===== config.mk =====
export PLATFORM = sky130hd
export DESIGN_NAME = draw_board_cells
export DESIGN_NICKNAME = d
export VERILOG_FILES = /design/src/rtl/draw_board_cells.sv
export SDC_FILE = /design/constraint.sdc
export NUM_CORES = 1
export LEC_CHECK = 0
export ABC_AREA = 1
export BUFFER_PORTS_ARGS = -buffer_cell sky130_fd_sc_hd__clkbuf_2
export CELL_PAD_IN_SITES_DETAIL_PLACEMENT = 0
export CELL_PAD_IN_SITES_GLOBAL_PLACEMENT = 1
export CORE_ASPECT_RATIO = 0.5
export CORE_UTILIZATION = 35
export DETAILED_ROUTE_END_ITERATION = 6
export PLACE_DENSITY_LB_ADDON = 0.1
export SYNTH_ARGS = -nofsm -noshare
export SYNTH_HDL_FRONTEND = slang
export SYNTH_SLANG_ARGS = --single-unit

===== constraint.sdc =====
create_clock -name pclk -period 3.6 [get_ports pclk]
set_clock_uncertainty 0.1 [all_clocks]
set_input_delay 0.36 -clock pclk [delete_from_list [all_inputs] [get_ports pclk]]
set_output_delay 0.36 -clock pclk [all_outputs]
set_load 0.005 [all_outputs]

===== src/rtl/draw_board_cells.sv =====
// GRID x GRID board overlay for the VGA chain: paints X/O/highlight cells over rgb_in with a
// double-buffered cell board swapped at frame start. Optional cursor ring: define BOARD_CURSOR_EN.
module draw_board_cells #(
  parameter int          GRID         = 3,
  parameter int          H_ORG        = 0,
  parameter int          V_ORG        = 0,
  parameter int          CELL_W       = 341,
  parameter int          CELL_H       = 256,
  parameter int          INSET        = 8,
  parameter logic [11:0] COLOR_X      = 12'hf_0_0,
  parameter logic [11:0] COLOR_O      = 12'h0_0_f,
  parameter logic [11:0] COLOR_HL     = 12'hf_f_0,
  parameter int          BLINK_FRAMES = 30
) (
  input  logic                   pclk,
  input  logic                   rst,
  input  logic [10:0]            hcount_in,
  input  logic [10:0]            vcount_in,
  input  logic                   hsync_in,
  input  logic                   hblnk_in,
  input  logic                   vsync_in,
  input  logic                   vblnk_in,
  input  logic [11:0]            rgb_in,
  input  logic                   start_en,
  input  logic                   cell_wr,
  input  logic [3:0]             cell_idx,
  input  logic [1:0]             cell_val,
  input  logic                   clear,
  input  logic [GRID*GRID-1:0]   hl_mask,
`ifdef BOARD_CURSOR_EN
  input  logic [3:0]             cursor_idx,
  input  logic                   cursor_on,
`endif
  output logic [10:0]            hcount_out,
  output logic [10:0]            vcount_out,
  output logic                   hsync_out,
  output logic                   hblnk_out,
  output logic                   vsync_out,
  output logic                   vblnk_out,
  output logic [11:0]            rgb_out
);

  localparam int NCELL = GRID * GRID;
  localparam int CW    = (BLINK_FRAMES > 1) ? $clog2(BLINK_FRAMES) : 1;

  // Board storage: 2 bits per cell, cell i at [2*i +: 2]
  logic [2*NCELL-1:0] shadow_q, shadow_d, active_q;
  logic [NCELL-1:0]   mask_q;
  logic               vblnk_prev_q;
  logic               frame_edge;
  logic [CW-1:0]      frame_cnt_q;
  logic               blink_q;

  // Stage 1
  logic [10:0] hcount1_q, vcount1_q;
  logic        hsync1_q, hblnk1_q, vsync1_q, vblnk1_q;
  logic [11:0] rgb1_q;
  logic        start1_q, in_board1_q, in_inset1_q;
  logic [1:0]  row1_q, col1_q;
  logic [3:0]  cell1_q;

  logic [1:0]  row_d, col_d;
  logic        in_col, in_row, in_board_d, in_inset_d;
  logic [3:0]  cell_d;
  int          hx, vx, ox, oy;

  // Stage 2
  logic [1:0]  cur_val;
  logic        cur_hl;
  logic [11:0] rgb_d;

  assign frame_edge = vblnk_in & ~vblnk_prev_q;

  always_comb begin
    shadow_d = shadow_q;
    if (clear) begin
      shadow_d = '0;
    end else if (cell_wr) begin
      for (int i = 0; i < NCELL; i++) begin
        if (int'(cell_idx) == i) shadow_d[2*i +: 2] = cell_val;
      end
    end
  end

  // Locate the pixel by range compares against each cell's constant bounds
  always_comb begin
    hx     = int'(hcount_in);
    vx     = int'(vcount_in);
    col_d  = '0;
    row_d  = '0;
    in_col = 1'b0;
    in_row = 1'b0;
    ox     = 0;
    oy     = 0;
    for (int i = 0; i < GRID; i++) begin
      if (hx >= H_ORG + i * CELL_W && hx <= H_ORG + (i + 1) * CELL_W - 1) begin
        in_col = 1'b1;
        col_d  = 2'(i);
        ox     = hx - (H_ORG + i * CELL_W);
      end
      if (vx >= V_ORG + i * CELL_H && vx <= V_ORG + (i + 1) * CELL_H - 1) begin
        in_row = 1'b1;
        row_d  = 2'(i);
        oy     = vx - (V_ORG + i * CELL_H);
      end
    end
    in_board_d = in_col & in_row;
    in_inset_d = (ox >= INSET) && (ox <= CELL_W - 1 - INSET) &&
                 (oy >= INSET) && (oy <= CELL_H - 1 - INSET);
    cell_d     = 4'(int'(row_d) * GRID + int'(col_d));
  end

`ifdef BOARD_CURSOR_EN
  logic ring_d, ring1_q, cur_on1_q;
  int   dist;

  always_comb begin
    dist = ox;
    if (CELL_W - 1 - ox < dist) dist = CELL_W - 1 - ox;
    if (oy < dist) dist = oy;
    if (CELL_H - 1 - oy < dist) dist = CELL_H - 1 - oy;
    ring_d = in_board_d && !in_inset_d && (dist >= INSET - 4) && (cursor_idx == cell_d);
  end

  always_ff @(posedge pclk) begin
    if (rst) begin
      ring1_q   <= 1'b0;
      cur_on1_q <= 1'b0;
    end else begin
      ring1_q   <= ring_d;
      cur_on1_q <= cursor_on;
    end
  end
`endif

  always_ff @(posedge pclk) begin
    if (rst) begin
      shadow_q     <= '0;
      active_q     <= '0;
      mask_q       <= '0;
      vblnk_prev_q <= 1'b0;
      frame_cnt_q  <= '0;
      blink_q      <= 1'b0;
    end else begin
      shadow_q     <= shadow_d;
      vblnk_prev_q <= vblnk_in;
      if (frame_edge) begin
        active_q <= shadow_d;
        mask_q   <= hl_mask;
        if (frame_cnt_q == CW'(BLINK_FRAMES - 1)) begin
          frame_cnt_q <= '0;
          blink_q     <= ~blink_q;
        end else begin
          frame_cnt_q <= frame_cnt_q + 1'b1;
        end
      end
    end
  end

  always_ff @(posedge pclk) begin
    if (rst) begin
      hcount1_q   <= '0;
      vcount1_q   <= '0;
      hsync1_q    <= 1'b0;
      hblnk1_q    <= 1'b0;
      vsync1_q    <= 1'b0;
      vblnk1_q    <= 1'b0;
      rgb1_q      <= '0;
      start1_q    <= 1'b0;
      in_board1_q <= 1'b0;
      in_inset1_q <= 1'b0;
      row1_q      <= '0;
      col1_q      <= '0;
      cell1_q     <= '0;
    end else begin
      hcount1_q   <= hcount_in;
      vcount1_q   <= vcount_in;
      hsync1_q    <= hsync_in;
      hblnk1_q    <= hblnk_in;
      vsync1_q    <= vsync_in;
      vblnk1_q    <= vblnk_in;
      rgb1_q      <= rgb_in;
      start1_q    <= start_en;
      in_board1_q <= in_board_d;
      in_inset1_q <= in_inset_d;
      row1_q      <= row_d;
      col1_q      <= col_d;
      cell1_q     <= cell_d;
    end
  end

  always_comb begin
    cur_val = '0;
    cur_hl  = 1'b0;
    for (int i = 0; i < NCELL; i++) begin
      if (int'(cell1_q) == i) begin
        cur_val = active_q[2*i +: 2];
        cur_hl  = mask_q[i];
      end
    end
  end

  always_comb begin
    rgb_d = rgb1_q;
    if (!hblnk1_q && !vblnk1_q) begin
      if (start1_q && in_board1_q && in_inset1_q) begin
        if (cur_hl && blink_q)    rgb_d = COLOR_HL;
        else if (cur_val == 2'd1) rgb_d = COLOR_X;
        else if (cur_val == 2'd2) rgb_d = COLOR_O;
      end
`ifdef BOARD_CURSOR_EN
      if (ring1_q && cur_on1_q) rgb_d = 12'hf_f_f;
`endif
    end
  end

  always_ff @(posedge pclk) begin
    if (rst) begin
      hcount_out <= '0;
      vcount_out <= '0;
      hsync_out  <= 1'b0;
      hblnk_out  <= 1'b0;
      vsync_out  <= 1'b0;
      vblnk_out  <= 1'b0;
      rgb_out    <= '0;
    end else begin
      hcount_out <= hcount1_q;
      vcount_out <= vcount1_q;
      hsync_out  <= hsync1_q;
      hblnk_out  <= hblnk1_q;
      vsync_out  <= vsync1_q;
      vblnk_out  <= vblnk1_q;
      rgb_out    <= rgb_d;
    end
  end

  // row/col are kept alongside the flat cell index for debug visibility
  logic unused_rc;
  assign unused_rc = ^{row1_q, col1_q};

endmodule


==> results by group <==
Detailed routing
  – DR vias/cell: around 4.5
  – Routed WL: roughly 15000 um
  – Drc violations: 0
  – Final ANT Viol Nets: 0
  – Wire per inst: ~13 um
  – First-pass detailed-route iteration total: 5
  – 1st-iter DRT viols: between 200 and 300
  – Detailed-route via count: 5511

Timing
  – Final Hold Slack: between 0.04 and 0.05 ns
  – Period utilization: 68.3%
  – Final setup fails: 0
  – Final Hold Vio Count: 0
  – Worst Slack Setup Final: around 1.1 ns
  – Max Freq: just over 400 MHz
  – Fin crit period: around 2.5 ns
  – Pins Over Slew Limit: 0
  – Worst-margin pin slew: between 0.9 and 1 ns
  – Max_slew headroom: a little under two fifths
  – RSZ-0062 raised after global routing: no
  – Post-Route Setup TNS: 0 ns

Power and ir drop
  – Sequential power share: just over 40%
  – Clock Power Share: between 40 and 50%
  – PwrDens: a little over 500 nW/um^2
  – Total power: about 3.8 mW
  – Combinational Power Share: 11.2%
  – Psw: ~980 uW
  – Worst VDD drop: about 0.33 mV
  – Internal: roughly 2.8 mW
  – Sw Share: 25.7%
  – Static leakage: about 3.6 nW

Logic synthesis
  – Yosys cell types: 38
  – Sequential area share after synthesis: 43.2%
  – Most frequent cell after synthesis: nor2_1
  – Cell taking the most area after synthesis: dfxtp_1
  – Synth Warn #: 0
  – Largest cells by area after synthesis: dfxtp_1 43%, nor2_1 11%, nand2_1 10%
  – Cell Area, Synth: roughly 6200 um^2
  – Synth async-reset ratio: 0%
  – Flops & latches, synth: 134
  – Syn Inst Count: between 800 and 900
  – Ys flop type: dfxtp_1
  – Syn Area/Cell: slightly above 7 um^2
  – Commonest cells post-synth: 174 x nor2_1, 173 x nand2_1, 134 x dfxtp_1
  – Post-synth EDFFs: 0
  – Area share of the largest cell type after synthesis: 43.2%
  – Syn_nets: ~950

Floorplanning
  – Die area: ~18000 um^2
  – Num ports: 96
  – Die width: 190 um
  – Core Box Area: 17400 um^2
  – Standard-cell rows: 34
  – Die Ht: 96.2 um
  – Starting Density: between 30% and 40%

Clock tree
  – Clk buf depth: 2
  – Clk root buf: clkbuf_16
  – CTS tree: built
  – Post-CTS Resized: 0
  – Hold_buf cts: 0
  – Post-CTS Setup Repair Bufs: 0
  – Clk_lat worst skew: about 0.41 ns
  – H-tree depth reported by CTS: 4
  – Clk pin slew, worst setup/hold paths: 0.06 ns
  – Num CTS Buffers: 17
  – TritonCTS sink count: ~130

GRT
  – GRT Total Usage: around 17%
  – Initial antenna violation count: 0
  – First-pass GRT wire length: between 20000 and 25000 um
  – Number of global-route vias before repair: a little over 5000
  – Pin count of the biggest net entering global routing: 93
  – GRT overflow: 0

Finish
  – N_diodes: 0
  – Fin cells: between 1000 and 1500
  – Layout area overhead: 20.6%
  – Post-route cell area: around 7500 um^2
  – Final-stage net count: between 1000 and 1500
  – Final core utilization: between 40% and 50%
  – Layout cells sized above 1: a little under a fifth

Min path
  – Worst Hold Depth: 3
  – Min-Delay Path Class: in2reg

Worst setup path
  – Max FO, Critical Path: 10
  – CP Class: in2reg
  – Startpoint Class: primary input
  – Worst EP arrival: approximately 2.7 ns
  – Worst Path Required: approximately 3.8 ns
  – Kind of end point of the critical path: register
  – Worst Reg2Reg Path Length in Cells: 12

Placed design
  – Dpl cell area: 6870 um^2
  – DP HPWL: 11300 um
  – GP Congestion: just under 0.9
  – Port bufs: between 90 and 100
  – Cell count after placement: 1182
  – Placement Setup Slack: just over 0.7 ns

Run
  – Max-cap violations: 0

Run status
  – Status: finished, final reports clean
-- power groups by stage --
| stage | clock, mW | combinational (mW) | sequential, mW |
|---|---|---|---|
| after global routing | 1.93 | 0.493 | 1.59 |
| after floorplan | 0 | 0.293 | 1.61 |
| after global placement | 0 | 0.431 | 1.62 |
| after detailed placement | 0 | 0.431 | 1.62 |
| final | 1.80 | 0.427 | 1.58 |
| after CTS | 1.85 | 0.433 | 1.58 |
-- layout by cell type, fill, tap and decap left out, drive strengths merged --
master and n:
nand2 188, nor2 182, dfxtp 134, inv 126, clkbuf 113, nand3 53
o21ai 45, a21oi 44, o211ai 18, ha 18, nand4 14, xor2 10
clkinv 10, nor3 7, buf 5, clkinvlp 3, bufinv 3, nand3b 1
or2 1, a211oi 1, xnor2 1, a22oi 1, nor3b 1, fa 1
-- path summary, 6_finish.rpt --
kind | start | end | slack [ns]
setup / recovery | hcount_in[1] | cell1_q[2] | 1.14
hold / removal | vsync_in | vsync1_q | 0.04
setup reg to reg | cell1_q[1] | rgb_out[1] | 1.53
hold reg to reg | vcount1_q[2] | vcount_out[2] | 0.30
-- critical path, cell delays in order --
cell,delay (ns)
clkbuf_2,0.15
inv_1,0.27
ha_1,0.23
inv_1,0.04
nand2_1,0.08
nand2_2,0.09
inv_1,0.08
nand2_1,0.05
nand2_1,0.11
nand2_4,0.12
nand3_4,0.11
inv_1,0.04
ha_1,0.17
ha_1,0.17
inv_1,0.07
fa_1,0.41
nor2_1,0.11
-- area by class of cell --
cell class,count,area (um^2)
multi-input cells,586,2890
clock inverters,13,170
fillers,1866,9870
repair buffers,99,505
inverters,129,498
clock buffers,19,453
flip-flops and latches,134,2680
well taps,234,293
-- layer usage --
| layer | vias to the layer above | GRT usage (%) | wire [um] |
|---|---|---|---|
| met5 | - | 0 | 0 |
| met4 | 0 | 5.60 | 98 |
| met3 | 10 | 3.79 | 383 |
| met2 | 78 | 29.1 | 7190 |
| met1 | 2504 | 22.7 | 7580 |
| li1 | 2919 | - | - |
-- sequential cells by signal (all words and copies together), names as in the netlist, 4 cells and up --
name,flops
active_q,18
hcount_out,11
frame_cnt_q,5
rgb_out,12
cell1_q,4
hcount1_q,11
shadow_q,18
vcount1_q,11
rgb1_q,12
mask_q,9
vcount_out,11
-- cell families (layout without fill, tap and decap cells) --
logic type | count (synthesis) | after routing | share of synthesized area [%]
adders and majority gates | 19 | 19 | 3.95
xor gates and xnor gates | 11 | 11 | 1.55
buffers and inverters | 155 | 260 | 10.4
AOI/OAI and AO/OA | 109 | 109 | 10.0
DFF | 134 | 134 | 43.2
and+or+nand+nor | 447 | 447 | 31.0
Note: power is estimated with default switching activity, not from simulation.
